--- config.mk ---
export PLATFORM = sky130hd
export DESIGN_NAME = cordic_sincos_frontend
export DESIGN_NICKNAME = d
export VERILOG_FILES = /design/src/rtl/cordic_sincos_frontend_pkg.sv /design/src/rtl/cordic_sync_fifo.sv /design/src/rtl/cordic_sincos_frontend.sv
export SDC_FILE = /design/constraint.sdc
export NUM_CORES = 1
export LEC_CHECK = 0
export ABC_AREA = 1
export CORE_UTILIZATION = 25
export DETAILED_ROUTE_END_ITERATION = 8
export PLACE_DENSITY = 0.51
export SLEW_MARGIN = 20
export SYNTH_ARGS = -nofsm -noshare
export SYNTH_HDL_FRONTEND = slang
export SYNTH_SLANG_ARGS = --single-unit
--- constraint.sdc ---
create_clock -name clk -period 8.7 [get_ports clk]
set_input_delay 2.61 -clock clk [delete_from_list [all_inputs] [get_ports clk]]
set_output_delay 2.61 -clock clk [all_outputs]
set_load 0.05 [all_outputs]
--- src/rtl/cordic_sincos_frontend_pkg.sv ---
// Shared constants, result payload and helpers for the CORDIC sin/cos front end.
package cordic_sincos_frontend_pkg;

   localparam int unsigned ANGLE_W       = 16;   // Q3.13 input angle
   localparam int unsigned DATA_W        = 16;   // Q2.14 core angle and results
   localparam int unsigned DEPTH_DEFAULT = 32;

   localparam logic signed [ANGLE_W-1:0] PI_Q13      = 16'sh6488;
   localparam logic signed [ANGLE_W-1:0] HALF_PI_Q13 = 16'sh3244;

   typedef struct packed {
      logic [DATA_W-1:0] sin_val;
      logic [DATA_W-1:0] cos_val;
   } sincos_t;

   // Two's-complement negate; the most negative code saturates to the most positive.
   function automatic logic [DATA_W-1:0] neg_sat(input logic [DATA_W-1:0] x);
      if (x == {1'b1, {(DATA_W-1){1'b0}}})
         return {1'b0, {(DATA_W-1){1'b1}}};
      return (~x) + DATA_W'(1);
   endfunction

endpackage

--- src/rtl/cordic_sync_fifo.sv ---
// Synchronous first-word-fall-through FIFO; head reads as zero while empty.
module cordic_sync_fifo #(
   parameter int unsigned WIDTH = 1,
   parameter int unsigned DEPTH = 4
) (
   input  logic             clk,
   input  logic             rst,
   input  logic             push,
   input  logic [WIDTH-1:0] push_data,
   input  logic             pop,
   output logic [WIDTH-1:0] head,
   output logic             empty
);

   localparam int unsigned AW = $clog2(DEPTH);

   logic [WIDTH-1:0] mem [DEPTH];
   logic [AW:0]      wr_ptr;
   logic [AW:0]      rd_ptr;
   logic             full;
   logic             do_push;
   logic             do_pop;

   assign empty   = (wr_ptr == rd_ptr);
   assign full    = (wr_ptr[AW] != rd_ptr[AW]) && (wr_ptr[AW-1:0] == rd_ptr[AW-1:0]);
   assign do_push = push & ~full;
   assign do_pop  = pop & ~empty;
   assign head    = empty ? '0 : mem[rd_ptr[AW-1:0]];

   always_ff @(posedge clk) begin
      if (rst) begin
         wr_ptr <= '0;
         rd_ptr <= '0;
      end else begin
         if (do_push) wr_ptr <= wr_ptr + (AW+1)'(1);
         if (do_pop)  rd_ptr <= rd_ptr + (AW+1)'(1);
      end
   end

   always_ff @(posedge clk) begin
      if (do_push) mem[wr_ptr[AW-1:0]] <= push_data;
   end

endmodule

--- src/rtl/cordic_sincos_frontend.sv ---
// Front end for an external rotation-mode CORDIC core: clamps and folds the
// angle into +-pi/2, tracks the cos sign through a tag FIFO, and buffers results.
module cordic_sincos_frontend
   import cordic_sincos_frontend_pkg::*;
#(
   parameter int unsigned DEPTH = DEPTH_DEFAULT
) (
   input  logic        clk,
   input  logic        rst,
   input  logic        in_valid,
   output logic        in_ready,
   input  logic [15:0] in_angle,
   output logic        core_start,
   output logic [15:0] core_angle,
   input  logic [15:0] core_result,
   input  logic [15:0] core_secondary,
   input  logic        core_valid,
   output logic        out_valid,
   input  logic        out_ready,
   output logic [15:0] out_sin,
   output logic [15:0] out_cos,
   output logic        range_err,
   output logic        proto_err,
   output logic        busy
);

   localparam int unsigned CW = $clog2(DEPTH) + 1;

   logic [CW-1:0]              credit;
   logic [CW-1:0]              credit_nxt;
   logic                       in_rst;
   logic                       in_fire;
   logic                       out_fire;
   logic signed [ANGLE_W-1:0]  angle;
   logic signed [ANGLE_W-1:0]  clamped;
   logic signed [ANGLE_W-1:0]  folded;
   logic                       out_of_range;
   logic                       cos_neg;
   logic                       tag_head;
   logic                       tag_empty;
   logic                       corr_valid;
   sincos_t                    corr;
   sincos_t                    res_head;
   logic                       res_empty;

   // in_rst holds in_ready low through reset and for the edge that releases it.
   assign in_ready  = ~in_rst & (credit < CW'(DEPTH));
   assign in_fire   = in_valid & in_ready;
   assign out_valid = ~res_empty;
   assign out_fire  = out_valid & out_ready;
   assign out_sin   = res_head.sin_val;
   assign out_cos   = res_head.cos_val;
   assign angle     = in_angle;

   always_comb begin
      clamped      = angle;
      out_of_range = 1'b0;
      folded       = 16'sh0000;
      cos_neg      = 1'b0;
      if (angle > PI_Q13) begin
         clamped      = PI_Q13;
         out_of_range = 1'b1;
      end else if (angle < -PI_Q13) begin
         clamped      = -PI_Q13;
         out_of_range = 1'b1;
      end
      // Reflect about +-pi/2: sin is preserved, cos changes sign.
      if (clamped > HALF_PI_Q13) begin
         folded  = PI_Q13 - clamped;
         cos_neg = 1'b1;
      end else if (clamped < -HALF_PI_Q13) begin
         folded  = -PI_Q13 - clamped;
         cos_neg = 1'b1;
      end else begin
         folded  = clamped;
      end
   end

   always_comb begin
      credit_nxt = credit;
      case ({in_fire, out_fire})
         2'b10:   credit_nxt = credit + CW'(1);
         2'b01:   credit_nxt = credit - CW'(1);
         default: credit_nxt = credit;
      endcase
   end

   always_ff @(posedge clk) begin
      if (rst) begin
         in_rst     <= 1'b1;
         credit     <= '0;
         busy       <= 1'b0;
         core_start <= 1'b0;
         core_angle <= '0;
         range_err  <= 1'b0;
         proto_err  <= 1'b0;
         corr_valid <= 1'b0;
         corr       <= '0;
      end else begin
         in_rst     <= 1'b0;
         credit     <= credit_nxt;
         busy       <= (credit_nxt != '0);
         core_start <= in_fire;
         if (in_fire) core_angle <= folded << 1;
         range_err  <= range_err | (in_fire & out_of_range);
         proto_err  <= proto_err | (core_valid & tag_empty);
         corr_valid <= core_valid & ~tag_empty;
         if (core_valid) begin
            corr.sin_val <= core_result;
            corr.cos_val <= tag_head ? neg_sat(core_secondary) : core_secondary;
         end
      end
   end

   cordic_sync_fifo #(
      .WIDTH (1),
      .DEPTH (DEPTH)
   ) u_tag_fifo (
      .clk       (clk),
      .rst       (rst),
      .push      (in_fire),
      .push_data (cos_neg),
      .pop       (core_valid),
      .head      (tag_head),
      .empty     (tag_empty)
   );

   cordic_sync_fifo #(
      .WIDTH ($bits(sincos_t)),
      .DEPTH (DEPTH)
   ) u_res_fifo (
      .clk       (clk),
      .rst       (rst),
      .push      (corr_valid),
      .push_data (corr),
      .pop       (out_ready),
      .head      (res_head),
      .empty     (res_empty)
   );

endmodule

* After elaboration in Yosys (flattened, before gate mapping) *
Memories as Yosys holds them, arrays and structs flattened. A register that Yosys moved wholly into a read port is not among the register bits.
Cells that the tools add are included.

word-level totals
  RAM bits = 1,056
  bits in registers = 83
  input bits = 53
  memories kept = 2

memories
  memory          words  width  rd ports  clocked after memory_dff  wr ports  line                    text
  u_res_fifo.mem  32     32     1         1                         1         cordic_sync_fifo.sv:17  logic [WIDTH-1:0] mem [DEPTH];
  u_tag_fifo.mem  32     1      1         1                         1         cordic_sync_fifo.sv:17

cells by class
  magnitude comparators = 5
  muxes and demuxes = 26
  reductions and logical operators = 3
  equality and inequality tests = 9
  bitwise logic cells = 16
  $add $sub $neg = 9

operators by type and width
  operator                                                         count
  2-to-1 mux 16 bit                                                5
  2-to-1 mux 32 bit                                                1
  adder 6 x 1 -> 6 bit, second input constant                      5
  2-to-1 mux 15 bit                                                2
  subtractor 14 x 15 -> 15 bit, first input constant               2
  2-to-1 mux 5 bit                                                 4
  adder 16 x 1 -> 16 bit, second input constant                    1
  equality test 16 bit, second input constant                      1
  greater-than comparator 16 x 15 -> 1 bit, second input constant  1
  greater-than comparator 16 bit, second input constant            1
  < comparator 16 x 15 -> 1 bit, second input constant             1
  < comparator 16 bit, second input constant                       1
  inverter 16 bit                                                  1
  2-to-1 mux 1 bit                                                 13
  equality test 6 bit                                              2
  case mux 6 bit (2 select lines)                                  1
  equality test 5 bit                                              2
  bitwise AND 1 bit                                                8
  < comparator 6 bit, second input constant                        1
  nonzero test 6 bit                                               1
  subtractor 6 x 1 -> 6 bit, second input constant                 1
  inverter 1 bit                                                   5
  equality test 2 x 1 -> 1 bit, second input constant              1
  equality test 2 bit, second input constant                       1
  other kinds (3)                                                  6

* Depth between registers and ports, before layout *
  depth after elaboration = 6
  mapped depth = 24

* Modules after synthesis *
From an unflattened synthesis, not the netlist that was laid out.

unflattened totals
  cells, all modules = 5,000
  area, all modules = 50,851.3 um2

by module, submodules not included
  module                          area each (um2)  cells an instance  instances
  cordic_sync_fifo at u_res_fifo  44,112.3         4,039              1
  cordic_sincos_frontend          4,187.8          677                1
  cordic_sync_fifo at u_tag_fifo  2,551.2          284                1

* Worst setup path before layout *
No wires, ideal clock.

  path type = input to register
  from = input port in_angle[3]
  to = memory u_tag_fifo.mem[0], data pin
  arrival = 5.149 ns
  setup slack = 3.159 ns
  stages = 17
  data required time = 8.307 ns
  cells stage by stage = a41o_1 -> a31oi_1 -> nor3_1 -> o31ai_1 -> ha_1 -> buf_2 -> or2_2 -> clkbuf_1 -> inv_1 -> nand3_2 -> nor2_2 -> inv_2 -> nor2_2 -> nand3_1 -> nand3_2 -> buf_6 -> nand2_1

on the way
  word-level cells in the longest chain between the ends = 6
  elaborated cells on any way between the ends = 8

RTL lines
  element                        line                          text
  start: declaration             cordic_sincos_frontend.sv:12  input logic [15:0] in_angle,
  < comparator 16 bit            cordic_sincos_frontend.sv:63  end else if (angle < -PI_Q13) begin
  2-to-1 mux 16 bit              cordic_sincos_frontend.sv:63
  2-to-1 mux 16 bit *            cordic_sincos_frontend.sv:60  if (angle > PI_Q13) begin
  < comparator 16 x 15 -> 1 bit  cordic_sincos_frontend.sv:71  end else if (clamped < -HALF_PI_Q13) begin
  2-to-1 mux 1 bit               cordic_sincos_frontend.sv:71
  2-to-1 mux 1 bit *             cordic_sincos_frontend.sv:68  if (clamped > HALF_PI_Q13) begin
  via cos_neg                    cordic_sincos_frontend.sv:38  logic cos_neg;
  end: declaration               cordic_sync_fifo.sv:17

Mark *: on every way through the listed nets, which the timed path passes. The rest lies on a longest branch.

==> results.py <==
metrics = {
    "clock_network": {
        "clock-sinks": 1149,
        "tritoncts": "built",
        "insertion_delay_ns": 0.75,
        "cts_setup_buffers": 0,
        "numCtsBuffers": 120,
        "cts-root-buf": "clkbuf_16",
        "cts_resized": 0,
        "postCtsHoldBufs": 0,
        "clkTransAtPathRegs_ns": 0.06,
        "h-tree-depth": 3,
        "clock_path_buffers": 3,
    },
    "finish": {
        "diodes": 0,
        "areaGrowthSynthToFinish_pct": 16.8,
        "regArea_sq_um": 33600,
        "final_layout_size_suffix_gt1_share_pct": 8.60,
        "fill_cells": 18914,
        "multi_input_area_sq_um": 12400,
        "finalNetCount": 3825,
    },
    "synth": {
        "syn_avg_cell_area_sq_um": 12.8,
        "synthCells": 3684,
        "postSynth.asyncResetShare_pct": 0,
        "yosysTopAreaCell": "edfxtp_1",
        "syn-num-nets": 3756,
        "synth_top_area_share_pct": 67.2,
        "synth.yosys.seq_area_share_pct": 71.1,
        "ys.flop_type": "edfxtp_1",
        "synth_cell_type_count": 51,
        "synth_seq_cells": 1149,
        "synthesis.area_sq_um": 47200,
        "synth-edff-count": 1056,
        "synth_warnings": 0,
        "synthTopCellsByArea": "edfxtp_1 (67%), nor2_1 (4.9%), dfxtp_1 (3.9%), mux2i_1 (3.7%), o21ai_0 (3.5%)",
    },
    "setup_path": {
        "crit_path_max_incr_delay_ns": 0.94,
        "critPathLaunchType": "flop",
        "crit_fanout": 174,
        "worstSetupPathType": "reg2out",
        "cpLargestDelayFamily": "buffers and inverters",
        "path_cells": "buf_12, o21ai_0, o221ai_1, o211ai_1, nand3_1, nand2_1, a31oi_1, clkdlybuf4s50_1",
        "cp-end-kind": "output port",
        "cp.buffers_inverters": 2,
        "cp.required_ns": 6.09,
        "arrival_ns": 4.59,
        "cp_slowest_cell": "clkdlybuf4s50_1",
    },
    "sta": {
        "finClkSkew_ns": 0.0441,
        "worst_hold_slack_ns": 0.480,
        "grt_setup_unrepaired": "false",
        "period_minus_slack_ns": 7.20,
        "fin_crit_sh_pct": 82.8,
        "setup-tns-final_ns": 0,
        "fin_ws_ns": 1.50,
        "finalHoldViolCount": 0,
        "fmax_ghz": 0.139,
        "setup_violations": 0,
        "worst_pin_slew_ns": 1.11,
        "slew_headroom_pct": 26.3,
        "drv_slew": 0,
    },
    "run": {
        "drv_cap": 0,
    },
    "detailed_routing": {
        "wl_met2_um": 66600,
        "met3RoutedLength_um": 5620,
        "viasPerCell": 4.73,
        "drt_pass1_iterations": 6,
        "wl_um": 134000,
        "vias": 30019,
        "post-route-drc-count": 0,
        "ant_nets": 0,
        "routedWlPerCell_um": 21.2,
        "highest_layer": "met5",
        "first_iter_violations": 2522,
        "met1_length_um": 58300,
    },
    "global_route": {
        "overflow": 0,
        "grt_first_pass_wirelength_um": 198000,
        "antenna_found_initial": 1,
        "grt_max_degree": 175,
        "grt.total_usage_pct": 13.8,
        "grt_pass1_vias": 29739,
    },
    "power": {
        "power_density_nw_per_um2": 248,
        "cellLeakagePower_nw": 17.5,
        "vdd_drop_max_mv": 0.174,
    },
    "placement": {
        "port_buffers": 105,
        "place_congestion": 0.857,
        "place_ws_ns": 2.04,
        "dp_hpwl_um": 73300,
    },
    "floorplanning": {
        "pin_count": 107,
        "die-area_sq_um": 191000,
        "row_count": 159,
        "core-area_sq_um": 188000,
        "initial_core_util_pct": 25.2,
        "die_h_um": 437,
        "die_w_um": 437,
    },
    "min_path": {
        "hp-class": "reg2reg",
    },
    "run_status": {
        "status": "completed",
    },
}
## logic make-up after synthesis
| kind of cell | count (synthesis) | synth area share [%] |
|---|---|---|
| other | 1 | 0.00794 |
| buffers and inverters | 382 | 3.23 |
| xor gates and xnor gates | 19 | 0.352 |
| muxes | 174 | 3.69 |
| DFF | 1149 | 71.1 |
| adders and majority gates | 19 | 0.519 |
| and+or+nand+nor | 1155 | 10.1 |
| AOI/OAI and AO/OA | 785 | 11.0 |
## tightest hold or removal path: stages, from the launching register on
cell     delay, ns
dfxtp_1       0.32
inv_1         0.06
a21oi_1       0.05
## synthesized netlist by cell type, drive strengths merged (18+ instances only)
cell / instances
a31oi: 37
nand3: 197
o221ai: 190
inv: 137
o21ai: 343
clkbuf: 193
a21oi: 60
mux2i: 174
ha: 18
nor2: 617
o32ai: 67
o211ai: 63
edfxtp: 1056
buf: 47
nand2: 292
dfxtp: 93
## area by class of cell
| cell class | instances | share of cell area, % |
|---|---|---|
| Inverter | 142 | 0.992 |
| Clock buffer | 142 | 5.63 |
| Sequential cell | 1149 | 60.9 |
| Multi-Input combinational cell | 2153 | 22.4 |
| Clock inverter | 78 | 1.21 |
| Timing Repair Buffer | 187 | 3.17 |
| Tap cell | 2495 | 5.66 |
## through the flow
stage	power, mW	util (%)	area [sq um]	instances
2_1_floorplan	7.96	-	47200	3684
3_3_place_gp	8.80	27.4	51400	6126
3_5_place_dp	8.82	27.4	51400	6126
4_1_cts	13.8	29.4	55100	6346
5_1_grt	14.2	29.4	55100	6346
6_report	13.7	29.4	55100	6346
## power by group
group | leakage, nW | total (mW) | switching, mW | internal, mW
combinational | 5.23 | 2.40 | 1.68 | 0.721
sequential | 10.4 | 6.27 | 0.111 | 6.15
clock | 1.85 | 4.99 | 2.16 | 2.83
total | 17.5 | 13.7 | 3.95 | 9.70
## final timing paths
check	from	endpoint	slack (ns)	depth (start not counted)
setup / recovery	flop	out_cos[10]	1.50	8
hold / removal	u_res_fifo.wr_ptr[5]$_SDFFE_PP0P_	u_res_fifo.wr_ptr[5]$_SDFFE_PP0P_	0.48	2
setup reg to reg	u_res_fifo.wr_ptr[2]$_SDFFE_PP0P_	busy$_SDFF_PP0_	4.57	19
hold reg to reg	u_res_fifo.wr_ptr[5]$_SDFFE_PP0P_	u_res_fifo.wr_ptr[5]$_SDFFE_PP0P_	0.48	2
## metal layers
layer	up-vias	global-route usage, %
li1	13924	-
met1	15159	17.7
met2	751	23.8
met3	183	1.64
met4	2	4.73
met5	-	0
## cells in the final DEF, fill, tap and decap left out, drive strengths merged, types with 2 or more instances in the layout
master	instances
dfxtp	93
nor2	617
nor3	17
clkinvlp	2
nand4	11
nor4	5
clkinv	66
nand3	197
clkdlybuf4s50	104
o221ai	190
a21oi	60
o31ai	14
o32ai	67
o211ai	63
or2	4
ha	18
mux2i	174
inv	142
or3	2
nand3b	6
o22ai	2
bufinv	10
edfxtp	1056
xor2	17
o21ai	343
o41ai	2
nand2	292
a31oi	37
o21a	3
and2	2
clkbuf	142
buf	83
xnor2	2
## sequential cells by signal, summed over array words and instances (netlist names), named ones only
register / count
range_err: 1
corr: 32
credit: 6
core_start: 1
u_tag_fifo.rd_ptr: 6
in_rst: 1
busy: 1
u_tag_fifo.wr_ptr: 6
u_res_fifo.wr_ptr: 6
core_angle: 15
corr_valid: 1
u_res_fifo.rd_ptr: 6
u_tag_fifo.mem: 32
u_res_fifo.mem: 1024
proto_err: 1
(Power assumes the default switching activity.)
